<file path="config.mk">
export PLATFORM = sky130hd
export DESIGN_NAME = vga_timing_gen
export DESIGN_NICKNAME = d
export VERILOG_FILES = /design/src/rtl/vga_timing_gen.sv
export SDC_FILE = /design/constraint.sdc
export NUM_CORES = 1
export LEC_CHECK = 0
export ABC_CLOCK_PERIOD_IN_PS = 6000
export BUFFER_PORTS_ARGS = -buffer_cell sky130_fd_sc_hd__buf_2
export CORE_ASPECT_RATIO = 0.9
export CORE_MARGIN = 2
export CORE_UTILIZATION = 55
export DETAILED_ROUTE_END_ITERATION = 8
export PLACE_DENSITY_LB_ADDON = 0.15
export SLEW_MARGIN = 20
export SYNTH_ARGS = -nofsm -noshare
export SYNTH_HDL_FRONTEND = slang
export SYNTH_SLANG_ARGS = --single-unit
</file>
<file path="constraint.sdc">
create_clock -name clk -period 6 [get_ports clk]
set_input_delay 0.3 -clock clk [delete_from_list [all_inputs] [get_ports clk]]
set_output_delay 0.3 -clock clk [all_outputs]
set_load 0.005 [all_outputs]
</file>
<file path="src/rtl/vga_timing_gen.sv">
// rtl/vga_timing_gen.sv - parametrised raster timing generator on a pixel clock-enable
// Start/stop requests only take effect on frame boundaries; all outputs registered.
module vga_timing_gen #(
  parameter int H_ACTIVE  = 640,
  parameter int H_FP      = 16,
  parameter int H_SYNC    = 96,
  parameter int H_BP      = 48,
  parameter int V_ACTIVE  = 480,
  parameter int V_FP      = 10,
  parameter int V_SYNC    = 2,
  parameter int V_BP      = 33,
  parameter bit HSYNC_POL = 1'b0,
  parameter bit VSYNC_POL = 1'b0,
  parameter int CW        = 10,
  parameter int FRAME_CW  = 8
) (
  input  logic                clk,
  input  logic                rst,
  input  logic                pix_en,
  input  logic                enable,
  output logic                hsync,
  output logic                vsync,
  output logic                de,
  output logic [CW-1:0]       x,
  output logic [CW-1:0]       y,
  output logic                line_start,
  output logic                frame_start,
  output logic [FRAME_CW-1:0] frame_count,
  output logic                running
);

  localparam int H_TOTAL   = H_ACTIVE + H_FP + H_SYNC + H_BP;
  localparam int V_TOTAL   = V_ACTIVE + V_FP + V_SYNC + V_BP;
  localparam int MAX_TOTAL = (H_TOTAL > V_TOTAL) ? H_TOTAL : V_TOTAL;
  localparam int HS_START  = H_ACTIVE + H_FP;
  localparam int HS_END    = H_ACTIVE + H_FP + H_SYNC;
  localparam int VS_START  = V_ACTIVE + V_FP;
  localparam int VS_END    = V_ACTIVE + V_FP + V_SYNC;

  localparam logic [CW-1:0] H_LAST = CW'(H_TOTAL - 1);
  localparam logic [CW-1:0] V_LAST = CW'(V_TOTAL - 1);

  if ((64'd1 << CW) < 64'(MAX_TOTAL)) begin : g_cw_check
    $error("vga_timing_gen: CW too narrow for H_TOTAL/V_TOTAL");
  end

  typedef enum logic [1:0] {S_IDLE, S_RUN, S_DRAIN} state_t;

  state_t                state_q;
  logic [CW-1:0]         h_q, v_q;
  logic [CW-1:0]         h_d, v_d;
  logic                  hsync_q, vsync_q, de_q;
  logic [CW-1:0]         x_q, y_q;
  logic                  line_start_q, frame_start_q, running_q;
  logic [FRAME_CW-1:0]   frame_count_q;

  logic h_last, v_last, de_c, hs_c, vs_c, ls_c, fs_c;

  always_comb begin
    h_last = (h_q == H_LAST);
    v_last = (v_q == V_LAST);
    h_d    = h_last ? '0 : h_q + CW'(1);
    v_d    = v_q;
    if (h_last) begin
      v_d = v_last ? '0 : v_q + CW'(1);
    end
    de_c = (int'(h_q) < H_ACTIVE) && (int'(v_q) < V_ACTIVE);
    hs_c = (int'(h_q) >= HS_START) && (int'(h_q) < HS_END);
    // vsync spans whole lines, so it ignores the horizontal position
    vs_c = (int'(v_q) >= VS_START) && (int'(v_q) < VS_END);
    ls_c = (h_q == '0);
    fs_c = (h_q == '0) && (v_q == '0);
  end

  always_ff @(posedge clk) begin
    if (rst) begin
      state_q       <= S_IDLE;
      h_q           <= '0;
      v_q           <= '0;
      hsync_q       <= ~HSYNC_POL;
      vsync_q       <= ~VSYNC_POL;
      de_q          <= 1'b0;
      x_q           <= '0;
      y_q           <= '0;
      line_start_q  <= 1'b0;
      frame_start_q <= 1'b0;
      running_q     <= 1'b0;
      frame_count_q <= '0;
    end else begin
      line_start_q  <= 1'b0;
      frame_start_q <= 1'b0;
      case (state_q)
        S_IDLE: begin
          h_q       <= '0;
          v_q       <= '0;
          hsync_q   <= ~HSYNC_POL;
          vsync_q   <= ~VSYNC_POL;
          de_q      <= 1'b0;
          x_q       <= '0;
          y_q       <= '0;
          running_q <= 1'b0;
          if (pix_en && enable) begin
            state_q   <= S_RUN;
            running_q <= 1'b1;
          end
        end
        S_RUN, S_DRAIN: begin
          if (pix_en) begin
            hsync_q       <= hs_c ? HSYNC_POL : ~HSYNC_POL;
            vsync_q       <= vs_c ? VSYNC_POL : ~VSYNC_POL;
            de_q          <= de_c;
            x_q           <= h_q;
            y_q           <= v_q;
            line_start_q  <= ls_c;
            frame_start_q <= fs_c;
            h_q           <= h_d;
            v_q           <= v_d;
            if (fs_c) begin
              frame_count_q <= frame_count_q + FRAME_CW'(1);
            end
            // a stop request only retires the raster once the last pixel of the frame is out
            if (enable) begin
              state_q <= S_RUN;
            end else if (state_q == S_DRAIN && h_last && v_last) begin
              state_q <= S_IDLE;
            end else begin
              state_q <= S_DRAIN;
            end
          end
        end
        default: state_q <= S_IDLE;
      endcase
    end
  end

  assign hsync       = hsync_q;
  assign vsync       = vsync_q;
  assign de          = de_q;
  assign x           = x_q;
  assign y           = y_q;
  assign line_start  = line_start_q;
  assign frame_start = frame_start_q;
  assign frame_count = frame_count_q;
  assign running     = running_q;

endmodule

</file>
==> flow_summary.ini, run 1 <==
[route]
top_layer = met4
drc = 0
ant_nets = 0
wl_met1_um = 2840
totalWireLength_um = 5550
drt_iter0_markers = 143
wl_met2_um = 2380
route.met3.wl_um = 290
vias = 2204
avgViaCountPerCell = 5.85
drt-wirelength-per-cell_um = 14.7
first_pass_iters = 5

[cts]
post_cts_resized = 0
h-tree-depth = 2
clk_pin_slew_ns = 0.09
cts_root_buffer = clkbuf_8
cts_setup_buffers = 0
clock_sinks = 56
cts_hold_buf = 0
cts_made_buffers = 5
cts_buffer_depth = 2
clkLatencyLatePin_ns = 0.30
cts_tree = yes

[global_route]
antenna_found_initial = 0
grt_max_degree = 35
grt_pass1_vias = 1908
overflow = 0
track_usage = 0.218
grt_pass1_wl_um = 9080

[synthesis]
synth_top_area_cell = dfxtp_1
synth.distinct_cells = 42
synthCells = 288
seq_area_frac_synth = 0.437
synth_seq_cells = 56
syn_nets = 300
avgSynthCellArea_um2 = 8.91
synth_area_leaders = dfxtp_1 (44%), a22o_1 (6.1%), ha_1 (3.9%)
netlist.area_leader.share = 0.437
synth_warnings = 0
synth_area_um2 = 2570

[floorplanning]
chipWidth_um = 76.0
die_h_um = 68.8
row_count = 23
ioPinCount = 38
start_util = 0.576
core_area_um2 = 4460
design.die.area_um2 = 5230

[timing]
fin_crit_sh = 0.444
tightest_slew_ns = 0.874
timing.setup.tns_ns = 0
maxSlewViolCount = 0
finalCriticalPeriod_ns = 2.66
rsz0062_at_grt = no
setup_viol = 0
timing.fmax_mhz = 375
worst_clock_skew_ns = 0.00384
finalHoldViolations = 0
slew_headroom = 0.417

[layout]
areaGrowthSynthToFinish_pct = 11.6
final_net_count = 326
seq_area_um2 = 1120
nFillCells = 387
multi_input_area_um2 = 1340
diodes = 0
stdcell_count = 377
layout-drive-gt1-share = 0.171

[power]
pwr-share-comb = 0.064
ir_drop_mv = 0.147
power_leakage_nw = 1.12
sw_frac_of_total = 0.220
p_per_area_nw_per_um2 = 229
clockPowerShare = 0.365
p_int_mw = 0.512
p_sw_mw = 0.144
p_seq_frac = 0.572

[place]
io_buffer_count = 37
gp_congestion = 0.856
place_hpwl_um = 3780
numPlacedInstances = 369

[critical_path]
r2r_end = v_q[9]
crit_required_ns = 6.21
critical_path_class = reg2reg
cp-startpoint = state_q[0]
ff2ff_setup_slack_ns = 3.34
reg2reg_depth = 5
crit_path_end_kind = flop
r2r-start = state_q[0]
cp.arrival_ns = 2.87
worstSetupStartpointType = flop
cp_max_fo = 24

[worst_hold_path]
hold_depth = 3
min_path_type = in2reg
hold-path-endpoint = running
worstHoldStart = enable

[job]
drv_cap = 0

[status]
outcome = complete, no violations
-- worst max path at each step --
stage,endpoint,slack (ns),cells after the start
6_report,v_q[9],3.34,5
5_1_grt,v_q[9],3.03,5
3_5_place_dp,v_q[9],3.33,5
2_1_floorplan,v_q[8],4.00,7
4_1_cts,v_q[9],3.33,5
3_3_place_gp,v_q[9],3.43,5
-- per-stage QoR --
stage	instance area, um^2	power, mW	setup WS, ns	utilization	hold WS [ns]
global route	2870	0.681	3.03	0.643	0.309
floorplan	2570	0.415	4.00	-	0.462
detailed placement	2760	0.425	3.33	0.619	0.455
finish	2870	0.656	3.34	0.643	0.303
global placement	2760	0.424	3.43	0.619	0.455
CTS	2870	0.661	3.33	0.643	0.290
-- sequential cells by signal, indices dropped and copies added (netlist names) --
name and flops:
running 1, state_q 2, vsync 1, hsync 1, de 1, h_q 10, x 10, line_start 1
frame_count 8, v_q 10, y 10, frame_start 1
-- kinds of logic after synthesis --
group / synth area share
fa+ha+maj: 0.0390
flops: 0.437
mux: 0.0117
buf+inv: 0.0409
simple gates: 0.255
compound gates: 0.200
xor+xnor: 0.0171
-- Yosys cell counts (all sizes together) --
| cell | count |
|---|---|
| dfxtp | 56 |
| nor2 | 24 |
| a22o | 19 |
| clkbuf | 18 |
| nand3 | 18 |
| o21ai | 14 |
| a21oi | 13 |
| nand2 | 13 |
| o31ai | 9 |
| ha | 8 |
| nor2b | 8 |
| nor3 | 8 |
| inv | 7 |
| nand3b | 7 |
| nand4 | 7 |
| o22ai | 7 |
| nand2b | 6 |
| or3 | 6 |
| a31oi | 5 |
| nor4 | 4 |
| and2 | 3 |
| and3 | 3 |
| mux2i | 3 |
| or2 | 3 |
| xnor2 | 3 |
| and3b | 2 |
| o41ai | 2 |
| or4 | 2 |
| xor2 | 2 |
| a211oi | 1 |
| a22oi | 1 |
| a2bb2oi | 1 |
| a311oi | 1 |
| a32oi | 1 |
| a41oi | 1 |
| buf | 1 |
| nand4b | 1 |
-- worst max-delay path, cell delays in order (launching register included) --
cell and delay, ns:
dfxtp_1 0.36, inv_1 0.08, ha_1 0.51, and3b_1 0.80
nand3b_1 0.42, o41ai_1 0.39
-- power by group through the flow --
stage | clock network [mW] | registers (mW) | logic [mW]
after floorplan | 0 | 0.383 | 0.0312
after global placement | 0 | 0.383 | 0.0407
after detailed placement | 0 | 0.383 | 0.0411
after CTS | 0.245 | 0.375 | 0.0412
after global routing | 0.259 | 0.375 | 0.0461
final | 0.239 | 0.375 | 0.0418
-- routing by layer --
metal / track usage / vias to the layer above
met5: 0 / -
met4: 0.0773 / 0
met3: 0.0417 / 4
met2: 0.338 / 60
met1: 0.308 / 1032
li1: - / 1108
-- placed cells by master, fill, tap and decap left out, types with 3 or more instances in the layout --
master	instances
a21oi_1	13
a22o_1	18
a31oi_1	5
and3_1	3
buf_2	37
clkbuf_8	5
dfxtp_1	56
ha_1	8
inv_1	7
mux2i_1	3
nand2_1	13
nand2b_1	6
nand3_1	18
nand3b_1	7
nand4_1	6
nor2_1	24
nor2b_1	8
nor3_1	8
o21ai_0	14
o22ai_1	7
o31ai_1	9
or2_2	3
or3_1	6
xnor2_1	3
-- final cells by class --
class / instances / share of cell area
Multi-Input combinational cell: 206 / 0.468
Sequential cell: 56 / 0.391
Timing Repair Buffer: 38 / 0.0672
Tap cell: 62 / 0.0271
Clock buffer: 6 / 0.0253
Clock inverter: 2 / 0.0122
Inverter: 7 / 0.00917
Power figures use the tool's default switching activity.
==> run 2, diff against run 1 <==
--- a/config.mk
+++ b/config.mk
@@ -5,11 +5,11 @@
 export SDC_FILE = /design/constraint.sdc
 export NUM_CORES = 1
 export LEC_CHECK = 0
-export ABC_CLOCK_PERIOD_IN_PS = 6000
+export ABC_CLOCK_PERIOD_IN_PS = 2300
 export BUFFER_PORTS_ARGS = -buffer_cell sky130_fd_sc_hd__buf_2
 export CORE_ASPECT_RATIO = 0.9
 export CORE_MARGIN = 2
-export CORE_UTILIZATION = 55
+export CORE_UTILIZATION = 51
 export DETAILED_ROUTE_END_ITERATION = 8
 export PLACE_DENSITY_LB_ADDON = 0.15
 export SLEW_MARGIN = 20
==> constraint.sdc (replaced) <==
create_clock -name clk -period 2.3 [get_ports clk]
set_input_delay 0.115 -clock clk [delete_from_list [all_inputs] [get_ports clk]]
set_output_delay 0.115 -clock clk [all_outputs]
set_load 0.005 [all_outputs]
==> flow_summary.ini, run 2 (synthesis results as in run 1) <==
[status]
outcome = complete, no violations

[cts]
cts_hold_buf = 0
cts_tree = yes
h-tree-depth = 2
cts_buffer_depth = 2
clk_pin_slew_ns = 0.10
cts_made_buffers = 5
clkLatencyLatePin_ns = 0.32
cts_root_buffer = clkbuf_8
clock_sinks = 56

[layout]
final_common_cell = dfxtp_1
layout-drive-gt1-share = 0.222
nFillCells = 434
layout_common_cells = dfxtp_1 (56), buf_2 (37), nor2_1 (24), buf_4 (19)
areaGrowthSynthToFinish_pct = 17.3
multi_input_area_um2 = 1340
seq_area_um2 = 1120
stdcell_count = 398
final_net_count = 344
diodes = 0

[timing]
fin_crit_sh = 0.900
tightest_slew_ns = 0.480
finalHoldViolations = 0
maxSlewViolCount = 0
rsz0062_at_grt = no
slew_headroom = 0.677
setup_viol = 0
worst_clock_skew_ns = 0.00637
finalCriticalPeriod_ns = 2.07
timing.setup.tns_ns = 0
timing.fmax_mhz = 483

[floorplanning]
die_h_um = 71.3
row_count = 24
core_area_um2 = 4830
design.die.area_um2 = 5620
ioPinCount = 38
start_util = 0.531
chipWidth_um = 78.8

[place]
numPlacedInstances = 390
place_hpwl_um = 4280
gp_congestion = 0.854
io_buffer_count = 37

[worst_hold_path]
min_path_type = in2reg
hold_depth = 3
hold-path-endpoint = running
worstHoldStart = enable

[route]
ant_nets = 0
avgViaCountPerCell = 5.83
drt_iter0_markers = 215
drc = 0
vias = 2320
drt-wirelength-per-cell_um = 15.1
first_pass_iters = 4
totalWireLength_um = 6010

[global_route]
track_usage = 0.232
grt_pass1_wl_um = 10500
antenna_found_initial = 0
grt_pass1_vias = 2223
grt_max_degree = 34
overflow = 0

[critical_path]
crit_path_end_kind = flop
reg2reg_depth = 7
crit_required_ns = 2.56
cp-startpoint = state_q[1]
r2r_end = frame_count[7]
cp.arrival_ns = 2.33
worstSetupStartpointType = flop
critPathSlowestCell = ha_2
r2r-start = state_q[1]
ff2ff_setup_slack_ns = 0.23
cpPeakStageDelay_ns = 0.41
cp_max_fo = 9
crit_chain = inv_1 > ha_2 > nand2_1 > nor4_4 > nand4_2 > or3_1 > a21oi_1
critical_path_class = reg2reg

[job]
drv_cap = 0

[power]
ir_drop_mv = 0.403
power_leakage_nw = 1.21
p_per_area_nw_per_um2 = 585
-- run 2: cell types whose count changed in the layout (fill, tap and decap cells not counted) --
cell / previous run / this run
buf_4: 1 / 19
clkbuf_1: 1 / 0
clkinvlp_4: 0 / 1
ha_1: 8 / 7
ha_2: 0 / 1
-- run 2: routing by layer --
metal  global-route usage  vias up  wire (um)
met5                    0        -          0
met4               0.0858        0         69
met3               0.0453        8        345
met2                0.363       67       2740
met1                0.321     1101       2860
li1                     -     1144          -
-- run 2: through the flow --
step                      setup WS, ns   util  power (mW)  hold slack (ns)  instance area, um^2
after floorplan                  0.296      -        1.08            0.277                 2570
after global placement           0.219  0.599        1.12            0.423                 2900
after detailed placement         0.186  0.599        1.13            0.425                 2900
after CTS                        0.158  0.622        1.77           0.0921                 3010
after global routing           0.00686  0.623        1.82            0.112                 3010
final                            0.231  0.623        1.76           0.0980                 3010
-- run 2: how the worst max path moves through the flow --
stage	to	slack [ns]	cells after the start
after floorplan	v_q[8]	0.30	7
after global routing	frame_count[6]	0.007	7
final	frame_count[7]	0.23	7
after detailed placement	frame_count[7]	0.19	7
after global placement	frame_count[6]	0.22	7
after CTS	frame_count[7]	0.16	7
-- run 2: area by class of cell --
cell class / instances / area share
clock buffers: 5 / 0.0229
clock inverters: 3 / 0.0141
inverters: 7 / 0.00872
multi-input cells: 206 / 0.446
flip-flops and latches: 56 / 0.372
well taps: 65 / 0.0270
repair buffers: 56 / 0.109
-- run 2: repair_timing --
action                     4_1_cts  5_1_grt
setup endpoints to repair        0        3
gates resized for setup          0        1
buffers inserted                 0        0
-- run 2: critical path: cells and delay by family (launching register included) --
| kind | cells | cell delay [ns] |
|---|---|---|
| compound gates | 1 | 0.13 |
| fa+ha+maj | 1 | 0.41 |
| buf+inv | 1 | 0.07 |
| flops | 1 | 0.37 |
| simple gates | 4 | 1.02 |
-- run 2: where the power goes --
group	switching [mW]	internal, mW	total [mW]	leakage, nW
Clock	0.333	0.323	0.656	0.0541
Sequential	0.00387	0.974	0.978	0.452
Combinational	0.0760	0.0515	0.127	0.700
==> run 3, diff against run 2 <==
--- a/config.mk
+++ b/config.mk
@@ -12,6 +12,7 @@
 export CORE_UTILIZATION = 51
 export DETAILED_ROUTE_END_ITERATION = 8
 export PLACE_DENSITY_LB_ADDON = 0.15
+export RECOVER_POWER = 100
 export SLEW_MARGIN = 20
 export SYNTH_ARGS = -nofsm -noshare
 export SYNTH_HDL_FRONTEND = slang
==> flow_summary.ini, run 3 (synthesis results as in run 1) <==
[status]
outcome = complete, no violations

[route]
drc = 0
drt_iter0_markers = 258
vias = 2322
route.met3.wl_um = 359
drt-wirelength-per-cell_um = 15.2
wl_met2_um = 2730
avgViaCountPerCell = 5.83
top_layer = met4
totalWireLength_um = 6060
first_pass_iters = 4
wl_met1_um = 2870
ant_nets = 0

[critical_path]
worstSetupStartpointType = flop
ff2ff_setup_slack_ns = 0.23
cp-startpoint = state_q[1]
cp_max_fo = 13
reg2reg_depth = 9
crit_end = h_q[7]
critical_path_class = reg2reg
cp.arrival_ns = 2.27
critPathSlowestCell = ha_2
r2r_end = h_q[7]
crit_required_ns = 2.50
path_depth = 9
crit_family = buffers and inverters
r2r-start = state_q[1]
crit_chain = inv_1 > ha_2 > nand2_1 > clkbuf_1 > nand2b_1 > nor2_1 > buf_4 > o21ai_0 > o41ai_1
cpPeakStageDelay_ns = 0.41
crit_path_end_kind = flop
worst-path-buf-inv = 3

[floorplanning]
ioPinCount = 38
die_h_um = 71.3
core_area_um2 = 4830
row_count = 24
chipWidth_um = 78.8
start_util = 0.531
design.die.area_um2 = 5620

[cts]
cts_buffer_depth = 2
cts_tree = yes
clkLatencyLatePin_ns = 0.31
clk_pin_slew_ns = 0.10
cts_root_buffer = clkbuf_8
h-tree-depth = 2
clock_sinks = 56
cts_made_buffers = 5
cts_setup_buffers = 0

[power]
power_leakage_nw = 1.17
ir_drop_mv = 0.403
p_per_area_nw_per_um2 = 590

[worst_hold_path]
min_path_type = in2reg

[timing]
slew_headroom = 0.541
setup_viol = 0
worst_clock_skew_ns = 0.00518
fin_crit_sh = 0.899
tightest_slew_ns = 0.689
rsz0062_at_grt = no
timing.fmax_mhz = 484
finalHoldViolations = 0
finalCriticalPeriod_ns = 2.07
maxSlewViolCount = 0
timing.setup.tns_ns = 0

[global_route]
grt_max_degree = 34
grt_pass1_vias = 2223
grt_pass1_wl_um = 10500
antenna_found_initial = 0
track_usage = 0.232
overflow = 0

[layout]
nFillCells = 441
layout_common_cells = dfxtp_1 (56), buf_2 (32), nor2_1 (24), nand3_1 (18), a22o_1 (18)
areaGrowthSynthToFinish_pct = 16.1
diodes = 0
final_common_cell = dfxtp_1
fin_util = 0.617
layout-drive-gt1-share = 0.192
final_net_count = 344

[place]
place_hpwl_um = 4280
gp_congestion = 0.854
io_buffer_count = 37

[job]
drv_cap = 0
==> run 3: cell types whose count changed in the layout (fill, tap and decap cells not counted), sizes merged <==
cell / before / now
clkbuf: 5 / 17
buf: 56 / 44
==> run 3: where the power goes <==
part / total [mW] / internal (mW) / switching, mW
clock: 0.658 / 0.323 / 0.335
combinational: 0.123 / 0.0465 / 0.0760
sequential: 0.978 / 0.974 / 0.00387
==> run 3: through the flow <==
step                setup slack [ns]  total power [mW]  area, um^2  std cells  hold WS [ns]
CTS                            0.158              1.77        3010        398        0.0921
global route                  0.0100              1.81        2980        398         0.112
global placement               0.219              1.12        2900        390         0.423
detailed placement             0.186              1.13        2900        390         0.425
finish                         0.232              1.76        2980        398        0.0999
floorplan                      0.296              1.08        2570        288         0.277
==> run 3: area by class of cell <==
type                       count  area (um^2)  share of cell area
multi-input combinational    206         1340               0.451
sequential                    56         1120               0.376
clock inverter                 3         42.5              0.0143
timing repair buffer          56          298              0.0999
inverter                       7         26.3             0.00881
clock buffer                   5         68.8              0.0231
tap                           65         81.3              0.0273
==> run 3: timing repair <==
| item | in CTS | in global routing |
|---|---|---|
| endpoints found under the setup margin | 0 | 3 |
| gates resized for setup | 0 | 1 |
| hold buffers | 0 | 0 |
==> run 3: worst min path at each step <==
stage                         end  slack [ns]   start  depth (start not counted)
after CTS                 running        0.09  enable                          3
after global placement    running        0.42  enable                          3
after floorplan           running        0.28  enable                          2
final                     running         0.1  enable                          3
after detailed placement  running        0.43  enable                          3
after global routing      running        0.11  enable                          3
==> run 3: worst register-to-register path, delay by kind of cell, from the launching register on <==
family | cells | cell delay, ns
AOI/OAI and AO/OA | 2 | 0.26
adders and majority gates | 1 | 0.41
buffers and inverters | 3 | 0.47
DFF | 1 | 0.38
and+or+nand+nor | 3 | 0.45
==> run 3: metal layers <==
metal / up-vias / GRT usage
li1: 1144 / -
met1: 1096 / 0.321
met2: 72 / 0.363
met3: 10 / 0.0453
met4: 0 / 0.0858
met5: - / 0
